$ cat src/rtl/panda_pkg.sv
// Shared types for the panda core.
// Holds the load/store width encoding, the load/store FSM state encoding
// and the alignment check used when the LSU accepts a request.
package panda_pkg;

    typedef enum logic [1:0] {
        LSU_BYTE      = 2'b00,
        LSU_HALF      = 2'b01,
        LSU_WORD      = 2'b10,
        LSU_WIDTH_ILL = 2'b11
    } lsu_width_e;

    typedef enum logic [1:0] {
        LSU_IDLE        = 2'b00,
        LSU_WAIT_GNT    = 2'b01,
        LSU_WAIT_RVALID = 2'b10
    } lsu_state_e;

    // An illegal width is rejected the same way as a misaligned address.
    function automatic logic lsu_misaligned(lsu_width_e width, logic [1:0] addr_lo);
        logic bad;
        case (width)
            LSU_BYTE: bad = 1'b0;
            LSU_HALF: bad = addr_lo[0];
            LSU_WORD: bad = (addr_lo != 2'b00);
            default:  bad = 1'b1;
        endcase
        return bad;
    endfunction

endpackage

$ cat src/rtl/panda_lsu_align.sv
// Data-path helpers for the load/store unit (purely combinational).
// Request side : byte enables and store-data replication from width/addr[1:0].
// Response side: load data shifted down by addr[1:0] bytes, then sign/zero-extended.
// Ports:
//   req_width_i, req_addr_lo_i, req_wdata_i -> req_be_o, req_wdata_o
//   rsp_width_i, rsp_addr_lo_i, rsp_unsigned_i, rsp_rdata_i -> rsp_rdata_o
module panda_lsu_align
    import panda_pkg::*;
(
    input  lsu_width_e  req_width_i,
    input  logic [1:0]  req_addr_lo_i,
    input  logic [31:0] req_wdata_i,
    output logic [3:0]  req_be_o,
    output logic [31:0] req_wdata_o,
    input  lsu_width_e  rsp_width_i,
    input  logic [1:0]  rsp_addr_lo_i,
    input  logic        rsp_unsigned_i,
    input  logic [31:0] rsp_rdata_i,
    output logic [31:0] rsp_rdata_o
);

    logic [31:0] rdata_shifted;

    assign rdata_shifted = rsp_rdata_i >> {rsp_addr_lo_i, 3'b000};

    always_comb begin
        req_be_o    = 4'b0000;
        req_wdata_o = 32'h0;
        case (req_width_i)
            LSU_BYTE: begin
                req_be_o    = 4'b0001 << req_addr_lo_i;
                req_wdata_o = {4{req_wdata_i[7:0]}};
            end
            LSU_HALF: begin
                req_be_o    = 4'b0011 << {req_addr_lo_i[1], 1'b0};
                req_wdata_o = {2{req_wdata_i[15:0]}};
            end
            LSU_WORD: begin
                req_be_o    = 4'b1111;
                req_wdata_o = req_wdata_i;
            end
            default: ;
        endcase
    end

    always_comb begin
        rsp_rdata_o = 32'h0;
        case (rsp_width_i)
            LSU_BYTE: rsp_rdata_o = {{24{~rsp_unsigned_i & rdata_shifted[7]}},  rdata_shifted[7:0]};
            LSU_HALF: rsp_rdata_o = {{16{~rsp_unsigned_i & rdata_shifted[15]}}, rdata_shifted[15:0]};
            LSU_WORD: rsp_rdata_o = rdata_shifted;
            default:  ;
        endcase
    end

endmodule

$ cat src/rtl/panda_lsu_ctrl.sv
// Load/store unit controller: sequences the single data-memory port.
// Accepts an aligned EX-stage request, runs one req/gnt/rvalid transaction,
// stalls the pipeline until it completes and returns extended load data.
// Ports:
//   clk_i, rst_ni                          clock, async active-low reset
//   req_i, store_i, width_i, load_unsigned_i, addr_i, wdata_i   EX request
//   stall_o, done_o, rdata_o, rdata_valid_o, misaligned_o, err_o  to pipeline
//   data_req_o, data_gnt_i, data_we_o, data_be_o, data_addr_o,
//   data_wdata_o, data_rvalid_i, data_rdata_i, data_err_i        data bus
//
// state           | meaning
// LSU_IDLE        | no access in flight; checks and accepts requests
// LSU_WAIT_GNT    | data_req_o asserted, waiting for data_gnt_i
// LSU_WAIT_RVALID | granted, waiting for data_rvalid_i
module panda_lsu_ctrl
    import panda_pkg::*;
#(
    parameter int unsigned BUS_TIMEOUT = 0
) (
    input  logic        clk_i,
    input  logic        rst_ni,
    input  logic        req_i,
    input  logic        store_i,
    input  lsu_width_e  width_i,
    input  logic        load_unsigned_i,
    input  logic [31:0] addr_i,
    input  logic [31:0] wdata_i,
    output logic        stall_o,
    output logic        done_o,
    output logic [31:0] rdata_o,
    output logic        rdata_valid_o,
    output logic        misaligned_o,
    output logic        err_o,
    output logic        data_req_o,
    input  logic        data_gnt_i,
    output logic        data_we_o,
    output logic [3:0]  data_be_o,
    output logic [31:0] data_addr_o,
    output logic [31:0] data_wdata_o,
    input  logic        data_rvalid_i,
    input  logic [31:0] data_rdata_i,
    input  logic        data_err_i
);

    localparam int unsigned CNT_W = (BUS_TIMEOUT > 1) ? $clog2(BUS_TIMEOUT) : 1;
    // Only meaningful when BUS_TIMEOUT != 0; every use is qualified by that.
    localparam logic [CNT_W-1:0] CNT_LAST = CNT_W'(BUS_TIMEOUT - 1);

    lsu_state_e       state_q, state_d;
    logic [31:0]      addr_q, addr_d;
    logic [3:0]       be_q, be_d;
    logic [31:0]      wdata_q, wdata_d;
    lsu_width_e       width_q, width_d;
    logic             unsigned_q, unsigned_d;
    logic             we_q, we_d;
    logic [CNT_W-1:0] cnt_q, cnt_d;

    logic [3:0]  req_be;
    logic [31:0] req_wdata;
    logic [31:0] ld_data;
    logic        in_idle, in_gnt, in_rvalid;
    logic        req_live, bad_req, accept;
    logic        rsp_fire, timeout;

    panda_lsu_align u_align (
        .req_width_i    (width_i),
        .req_addr_lo_i  (addr_i[1:0]),
        .req_wdata_i    (wdata_i),
        .req_be_o       (req_be),
        .req_wdata_o    (req_wdata),
        .rsp_width_i    (width_q),
        .rsp_addr_lo_i  (addr_q[1:0]),
        .rsp_unsigned_i (unsigned_q),
        .rsp_rdata_i    (data_rdata_i),
        .rsp_rdata_o    (ld_data)
    );

    assign in_idle   = (state_q == LSU_IDLE);
    assign in_gnt    = (state_q == LSU_WAIT_GNT);
    assign in_rvalid = (state_q == LSU_WAIT_RVALID);

    // Gating with rst_ni keeps every output at 0 while reset is held,
    // even if the pipeline is still presenting a request.
    assign req_live = rst_ni & req_i & in_idle;
    assign bad_req  = lsu_misaligned(width_i, addr_i[1:0]);
    assign accept   = req_live & ~bad_req;

    assign rsp_fire = in_rvalid & data_rvalid_i;
    // The counter spans both wait states; a response in the last cycle wins.
    assign timeout  = (BUS_TIMEOUT != 0) && (cnt_q == CNT_LAST) &&
                      ((in_gnt & ~data_gnt_i) | (in_rvalid & ~data_rvalid_i));

    always_comb begin
        state_d    = state_q;
        addr_d     = addr_q;
        be_d       = be_q;
        wdata_d    = wdata_q;
        width_d    = width_q;
        unsigned_d = unsigned_q;
        we_d       = we_q;
        cnt_d      = in_idle ? '0 : cnt_q + 1'b1;
        case (state_q)
            LSU_IDLE: begin
                if (accept) begin
                    state_d    = LSU_WAIT_GNT;
                    addr_d     = addr_i;
                    be_d       = req_be;
                    wdata_d    = req_wdata;
                    width_d    = width_i;
                    unsigned_d = load_unsigned_i;
                    we_d       = store_i;
                end
            end
            LSU_WAIT_GNT: begin
                if (data_gnt_i)   state_d = LSU_WAIT_RVALID;
                else if (timeout) state_d = LSU_IDLE;
            end
            LSU_WAIT_RVALID: begin
                if (data_rvalid_i || timeout) state_d = LSU_IDLE;
            end
            default: state_d = LSU_IDLE;
        endcase
    end

    always_ff @(posedge clk_i or negedge rst_ni) begin
        if (!rst_ni) begin
            state_q    <= LSU_IDLE;
            addr_q     <= 32'h0;
            be_q       <= 4'b0000;
            wdata_q    <= 32'h0;
            width_q    <= LSU_BYTE;
            unsigned_q <= 1'b0;
            we_q       <= 1'b0;
            cnt_q      <= '0;
        end else begin
            state_q    <= state_d;
            addr_q     <= addr_d;
            be_q       <= be_d;
            wdata_q    <= wdata_d;
            width_q    <= width_d;
            unsigned_q <= unsigned_d;
            we_q       <= we_d;
            cnt_q      <= cnt_d;
        end
    end

    assign done_o        = rsp_fire | timeout;
    assign err_o         = (rsp_fire & data_err_i) | timeout;
    assign rdata_valid_o = rsp_fire & ~data_err_i & ~we_q;
    assign rdata_o       = rdata_valid_o ? ld_data : 32'h0;
    assign misaligned_o  = req_live & bad_req;
    assign stall_o       = accept | (~in_idle & ~done_o);

    assign data_req_o   = in_gnt;
    assign data_we_o    = we_q;
    assign data_be_o    = be_q;
    assign data_addr_o  = {addr_q[31:2], 2'b00};
    assign data_wdata_o = wdata_q;

endmodule
$ cat config.mk
export PLATFORM = sky130hd
export DESIGN_NAME = panda_lsu_ctrl
export DESIGN_NICKNAME = d
export VERILOG_FILES = /design/src/rtl/panda_pkg.sv /design/src/rtl/panda_lsu_align.sv /design/src/rtl/panda_lsu_ctrl.sv
export SDC_FILE = /design/constraint.sdc
export NUM_CORES = 1
export LEC_CHECK = 0
export ABC_AREA = 1
export CORE_ASPECT_RATIO = 1.1
export CORE_MARGIN = 2
export CORE_UTILIZATION = 45
export CTS_CLUSTER_DIAMETER = 30
export DETAILED_ROUTE_END_ITERATION = 7
export MAX_ROUTING_LAYER = met4
export PLACE_DENSITY = 0.89
export SLEW_MARGIN = 20
export SYNTH_ARGS = -nofsm -noshare
export SYNTH_HDL_FRONTEND = slang
export SYNTH_SLANG_ARGS = --single-unit
$ cat constraint.sdc
create_clock -name clk_i -period 3.7 [get_ports clk_i]
set_input_delay 0.555 -clock clk_i [delete_from_list [all_inputs] [get_ports clk_i]]
set_output_delay 0.555 -clock clk_i [all_outputs]
set_load 0.05 [all_outputs]
== Word level (Yosys, flattened, before mapping) ==
Index checks and enable logic that the tools add are counted.
Word-level totals
  memory bits (writable): 0
  input port bits: 106
  ROM bits: 0
  memories kept: 0
  output and inout port bits: 107
  bits in registers: 74
  word-level logic and storage cells: 52
  latch bits: 0
Cells by class
  equal/unequal tests: 9
  order comparisons: 0
  shifts and indexed selects: 3
  multiply operators: 0
  mux-type cells: 9
  bitwise gates (word level): 18
  div/mod/pow operators: 0
  $add $sub $neg: 0
  reductions and logical operators: 6
Operators with widths (count)
  $pmux 32 s3: 2
  $mux 32: 1
  $shr 32x5->32: 1
  $pmux 4 s3: 1
  $and 1x1->1: 11
  $eq 2x1->1 const B: 3
  $eq 2x2->1 const B: 3
  $logic_not 2->1: 3
  $mux 2: 3
  $not 1->1: 6
  $pmux 2 s3: 1
  $ne 2x1->1 const B: 2
  $shl 1x2->4 const A: 1
  $shl 2x2->4 const A: 1
  $pmux 1 s3: 1
  $reduce_and 3->1: 1
  $ne 2x2->1 const B: 1
  $reduce_and 2->1: 1
  $reduce_bool 2->1: 1
  $or 1x1->1: 1

== Longest topological paths before layout ==
  word-level depth: 6
  gate-level depth with buffers: 10
  gate-level depth less buffers: 8

== Cells and area by module ==
From an unflattened synthesis, not the netlist that was laid out.
Unflattened totals
  cell total of the unflattened synthesis: 696
  area, all modules: 4877.2 µm²
By module, submodules not included
  panda_lsu_ctrl: area each 3590.9 µm², times used 1, sequential area each 1851.8 µm², cells each 412
  panda_lsu_align: area each 1286.2 µm², times used 1, sequential area each 0.0 µm², cells each 284

== Worst setup path after synthesis ==
No wires, ideal clock.
  path kind: in2out
  start: in data_rvalid_i
  end: out rdata_o[14]
  path buffers: 1
  data required time: 3.145 ns
  data arrival time: 2.599 ns
  stages: 5
  slack: 0.546 ns
  path through: nand3_1 nor3_2 nand2_2 clkbuf_1 a21oi_1
Between the ends
  word-level cells in the longest chain between the ends: 4
RTL lines
  from (decl): RTL line panda_lsu_ctrl.sv:40  | input logic data_rvalid_i,
  $and 1x1->1: RTL line panda_lsu_ctrl.sv:88  | assign rsp_fire = in_rvalid & data_rvalid_i;
  $and 1x1->1 (2 in a row): RTL line panda_lsu_ctrl.sv:149  | assign rdata_valid_o = rsp_fire & ~data_err_i & ~we_q;
  via rdata_valid_o: RTL line panda_lsu_ctrl.sv:31  | output logic rdata_valid_o,
  $mux 32: RTL line panda_lsu_ctrl.sv:150  | assign rdata_o = rdata_valid_o ? ld_data : 32'h0;
  to (decl): RTL line panda_lsu_ctrl.sv:30  | output logic [31:0] rdata_o,
The timed path passes the listed nets, and every way through them passes these cells.

== Worst setup path after layout ==
  start: in data_rvalid_i
  end: out rdata_o[6]
Between the ends
  word-level cells in the longest chain between the ends: 4
RTL lines (RTL line)
  $and 1x1->1: panda_lsu_ctrl.sv:88
  $and 1x1->1 (2 in a row): panda_lsu_ctrl.sv:149
  $mux 32: panda_lsu_ctrl.sv:150
No other way between the ends.

==> impl_results.rst <==
.. list-table::
   :header-rows: 1

   * - Metric
     - Value
   * - Largest stage delay on the critical path
     - 0.82 ns
   * - Iteration-0 DRC Markers
     - between 200 and 250
   * - Post-layout min period
     - 3.270 ns
   * - Weighted congestion reported at the end of routability-driven placement
     - ~0.96
   * - Worst voltage drop across the vdd grid
     - 0.4417 mV
   * - Reg2reg setup slack
     - 1.72 ns
   * - Synthesized netlist cell count
     - between 600 and 700
   * - Top fanout value on the critical path
     - 17
   * - Number of sinks handled by clock tree synthesis
     - 74
   * - Hold buffer count at cts
     - 0
   * - I/O Buffers
     - 210
   * - Slew Viols, Final
     - 0
   * - Die ar.
     - roughly 11000 µm²
   * - Clk slew on worst S/H paths
     - approximately 0.080 ns
   * - Worst-case reg-to-reg path depth
     - 6
   * - Total power per unit cell area
     - ~560 nW/µm²
   * - Count of non-filler cells in the finished layout
     - around 950
   * - Buffer levels on the longest clock path
     - 2
   * - Yosys warns
     - 0
   * - Count of vias placed by the detailed router
     - roughly 4800
   * - Hold violation count in the final report
     - 0
   * - Number of global-route vias before repair
     - about 4600
   * - Reg2Reg Launch Point
     - state_q[1]
   * - Syn-to-layout area delta
     - 50.49%
   * - Critical Path Start Type
     - input port
   * - Placement Rows
     - 38
   * - Run status
     - complete, no violations
   * - Placed insts
     - between 900 and 1000
   * - Tightest slew margin relative to the limit
     - 0.3201
   * - Final setup fails
     - 0
   * - Antenna violations before repair
     - 0
   * - Clock buffers created by TritonCTS
     - 9
   * - Worst path arrival time
     - around 2.7 ns
   * - Total Routing Usage GR
     - 0.2654
   * - First-pass GRT wire length
     - 21.89 mm
   * - Period utilisation layout
     - 0.8838
   * - Diodes inserted
     - 0
   * - Floorplan Core Area
     - 9747 µm²
   * - Reg2reg end
     - data_wdata_o[17]
   * - Leakage power
     - about 3.4 nW
   * - CTS tree
     - built
   * - Die span in x
     - about 100 µm
   * - Number of gates resized after CTS
     - 0
   * - Type of the tightest min-delay check
     - in2async
   * - CP Capture Type
     - primary output
   * - H-tree Lvls
     - 3
   * - Routed Wire Length
     - ~14 mm
   * - Standard cell with the maximum stage delay on the critical path
     - sky130_fd_sc_hd__clkdlybuf4s50_1
   * - Critical path class
     - in2out
   * - I/O pin total
     - around 210
   * - Final layout net count
     - ~930
   * - Proportion of layout cells with a drive suffix above 1
     - 0.06980
   * - Clock latency at the later pin of the worst-skew pair
     - between 0.3 and 0.4 ns
   * - Synthesized area
     - 4466 µm²
   * - Number of buffer and inverter instances along the worst setup path
     - 2
   * - Flop and latch count out of synthesis
     - between 70 and 80
   * - DRC errors left
     - 0
   * - Post-route antenna net violation count
     - 0
   * - FMAX
     - around 0.3 GHz
   * - Avg WL per Cell
     - between 10 and 15 µm
   * - Drt via density
     - between 5 and 6
   * - Half-perimeter wire length after placement
     - approximately 10 mm
   * - Die Span Y
     - ~110 µm
   * - Unique cell type count in the Yosys netlist
     - 23
   * - Worst EP required
     - around 3.1 ns
   * - First-pass detailed-route iteration total
     - 5
   * - Transition time at the pin with the least slew margin
     - around 1 ns
   * - Worst-path cell chain
     - clkdlybuf4s50_1, nand3_1, nor3_2, nand2_2, nor2_1, clkdlybuf4s50_1
   * - Setup Total Neg Slack
     - 0 ns
   * - Count of maximum capacitance violations
     - 0
   * - Sequential area share after synthesis
     - 0.4147
   * - Crit-path leading delay family
     - buffers and inverters
   * - Initial Utilization
     - 0.4582
   * - Buffer type at the clock tree root
     - sky130_fd_sc_hd__clkbuf_8
   * - Cell seen most often among critical-path stages
     - sky130_fd_sc_hd__clkdlybuf4s50_1
   * - Post-Syn Area per Cell
     - 6.725 µm²
   * - Total gr overflow
     - 0
   * - Clock Skew
     - 0.01116 ns
   * - Postcts setup bufs
     - 0
   * - Unrepaired setup endpoints after global routing
     - no
   * - Pin count of the biggest net entering global routing
     - between 70 and 80
[routing by layer]
layer | vias to the layer above | wire length, µm | GRT usage
li1 | 2342 | - | -
met3 | 48 | 1108 | 0.05624
met4 | 0 | 692 | 0.1477
met1 | 2158 | 5435 | 0.3191
met2 | 258 | 6394 | 0.4170
met5 | - | 0 | -
[cells in the mapped netlist]
master	count	area [µm²]
sky130_fd_sc_hd__conb_1	1	3.750
sky130_fd_sc_hd__buf_2	14	70.07
sky130_fd_sc_hd__nand2_1	360	1351
sky130_fd_sc_hd__a21oi_1	9	45.04
sky130_fd_sc_hd__nor3_2	1	10.01
sky130_fd_sc_hd__nor2_8	1	20.02
sky130_fd_sc_hd__o31ai_1	1	7.510
sky130_fd_sc_hd__inv_2	2	7.510
sky130_fd_sc_hd__nor2_4	1	11.26
sky130_fd_sc_hd__buf_4	42	315.3
sky130_fd_sc_hd__buf_1	1	3.750
sky130_fd_sc_hd__dfrtp_1	74	1852
sky130_fd_sc_hd__nor2_2	1	6.260
sky130_fd_sc_hd__inv_1	28	105.1
sky130_fd_sc_hd__clkbuf_1	4	15.01
sky130_fd_sc_hd__buf_6	6	67.56
sky130_fd_sc_hd__inv_4	1	6.260
sky130_fd_sc_hd__nor3_1	2	10.01
sky130_fd_sc_hd__nor2_1	17	63.81
sky130_fd_sc_hd__o21ai_0	17	85.08
sky130_fd_sc_hd__nand2_2	3	18.77
sky130_fd_sc_hd__o21ai_1	1	5.000
sky130_fd_sc_hd__nand3_1	77	385.4
[placed cells by master, fill, tap and decap left out]
master	count
sky130_fd_sc_hd__nand2_1	360
sky130_fd_sc_hd__clkdlybuf4s50_1	184
sky130_fd_sc_hd__nand3_1	77
sky130_fd_sc_hd__dfrtp_1	74
sky130_fd_sc_hd__inv_1	28
sky130_fd_sc_hd__buf_12	25
sky130_fd_sc_hd__nor2_1	17
sky130_fd_sc_hd__o21ai_0	17
sky130_fd_sc_hd__a21oi_1	9
sky130_fd_sc_hd__clkbuf_8	9
sky130_fd_sc_hd__buf_4	8
sky130_fd_sc_hd__nand2_2	3
sky130_fd_sc_hd__inv_2	2
sky130_fd_sc_hd__nor3_1	2
sky130_fd_sc_hd__conb_1	2
sky130_fd_sc_hd__clkinvlp_4	2
sky130_fd_sc_hd__clkinv_2	2
sky130_fd_sc_hd__nor3_2	1
sky130_fd_sc_hd__nor2_8	1
sky130_fd_sc_hd__inv_4	1
sky130_fd_sc_hd__o21ai_1	1
sky130_fd_sc_hd__nor2_4	1
sky130_fd_sc_hd__nor2_2	1
sky130_fd_sc_hd__o31ai_1	1
sky130_fd_sc_hd__clkbuf_1	1
sky130_fd_sc_hd__inv_6	1
sky130_fd_sc_hd__clkinv_4	1
[cells by family (layout without fill, tap and decap cells)]
kind of cell / after synthesis / after routing / share of synthesized area
AND/OR/NAND/NOR: 463 / 463 / 0.4203
AO/OA/AOI/OAI: 28 / 28 / 0.03194
other: 1 / 2 / 0.0008398
buffers and inverters: 98 / 264 / 0.1322
flip-flops: 74 / 74 / 0.4147
[flip-flops by register name, summed over array words and instances, names as in the netlist]
register      count
unsigned_q        1
addr_q           32
width_q           2
data_be_o         4
data_we_o         1
data_wdata_o     32
state_q           2
[layout make-up]
cell class	count	area [µm²]
Timing Repair Buffer	217	2402
Inverter	31	118.9
Fill cell	818	3027
Clock inverter	6	42.54
Clock buffer	10	127.6
Tap cell	120	150.1
Multi-Input combinational cell	493	2027
Sequential cell	74	1852
[where the power goes]
group          total [mW]  switching, mW  internal (mW)
sequential           1.16          0.136           1.03
clock               0.553          0.308          0.245
combinational        2.05           1.37          0.678
total                3.76           1.81           1.95
[per-stage QoR]
| step | hold slack (ns) | utilization | setup slack, ns | power, mW | cell area, µm² |
|---|---|---|---|---|---|
| CTS | 0.4753 | 0.6895 | 0.4363 | 3.782 | 6720 |
| finish | 0.4183 | 0.6895 | 0.4298 | 3.761 | 6720 |
| floorplan | 0.2594 | - | 0.5462 | 2.628 | 4469 |
| detailed placement | 0.4578 | 0.6720 | 0.4380 | 3.221 | 6550 |
| global placement | 0.4526 | 0.6720 | 0.5123 | 3.190 | 6550 |
| global route | 0.4918 | 0.6895 | 0.2525 | 3.992 | 6720 |
[worst max-delay path by stage]
| stage | from | cells after the start | end |
|---|---|---|---|
| floorplan | data_rvalid_i | 5 | rdata_o[14] |
| CTS | data_rvalid_i | 6 | rdata_o[6] |
| finish | data_rvalid_i | 6 | rdata_o[6] |
| global placement | data_rvalid_i | 6 | rdata_o[5] |
| detailed placement | data_rvalid_i | 6 | rdata_o[6] |
| global route | addr_q[1] | 8 | rdata_o[29] |
Power figures use the tool's default switching activity.
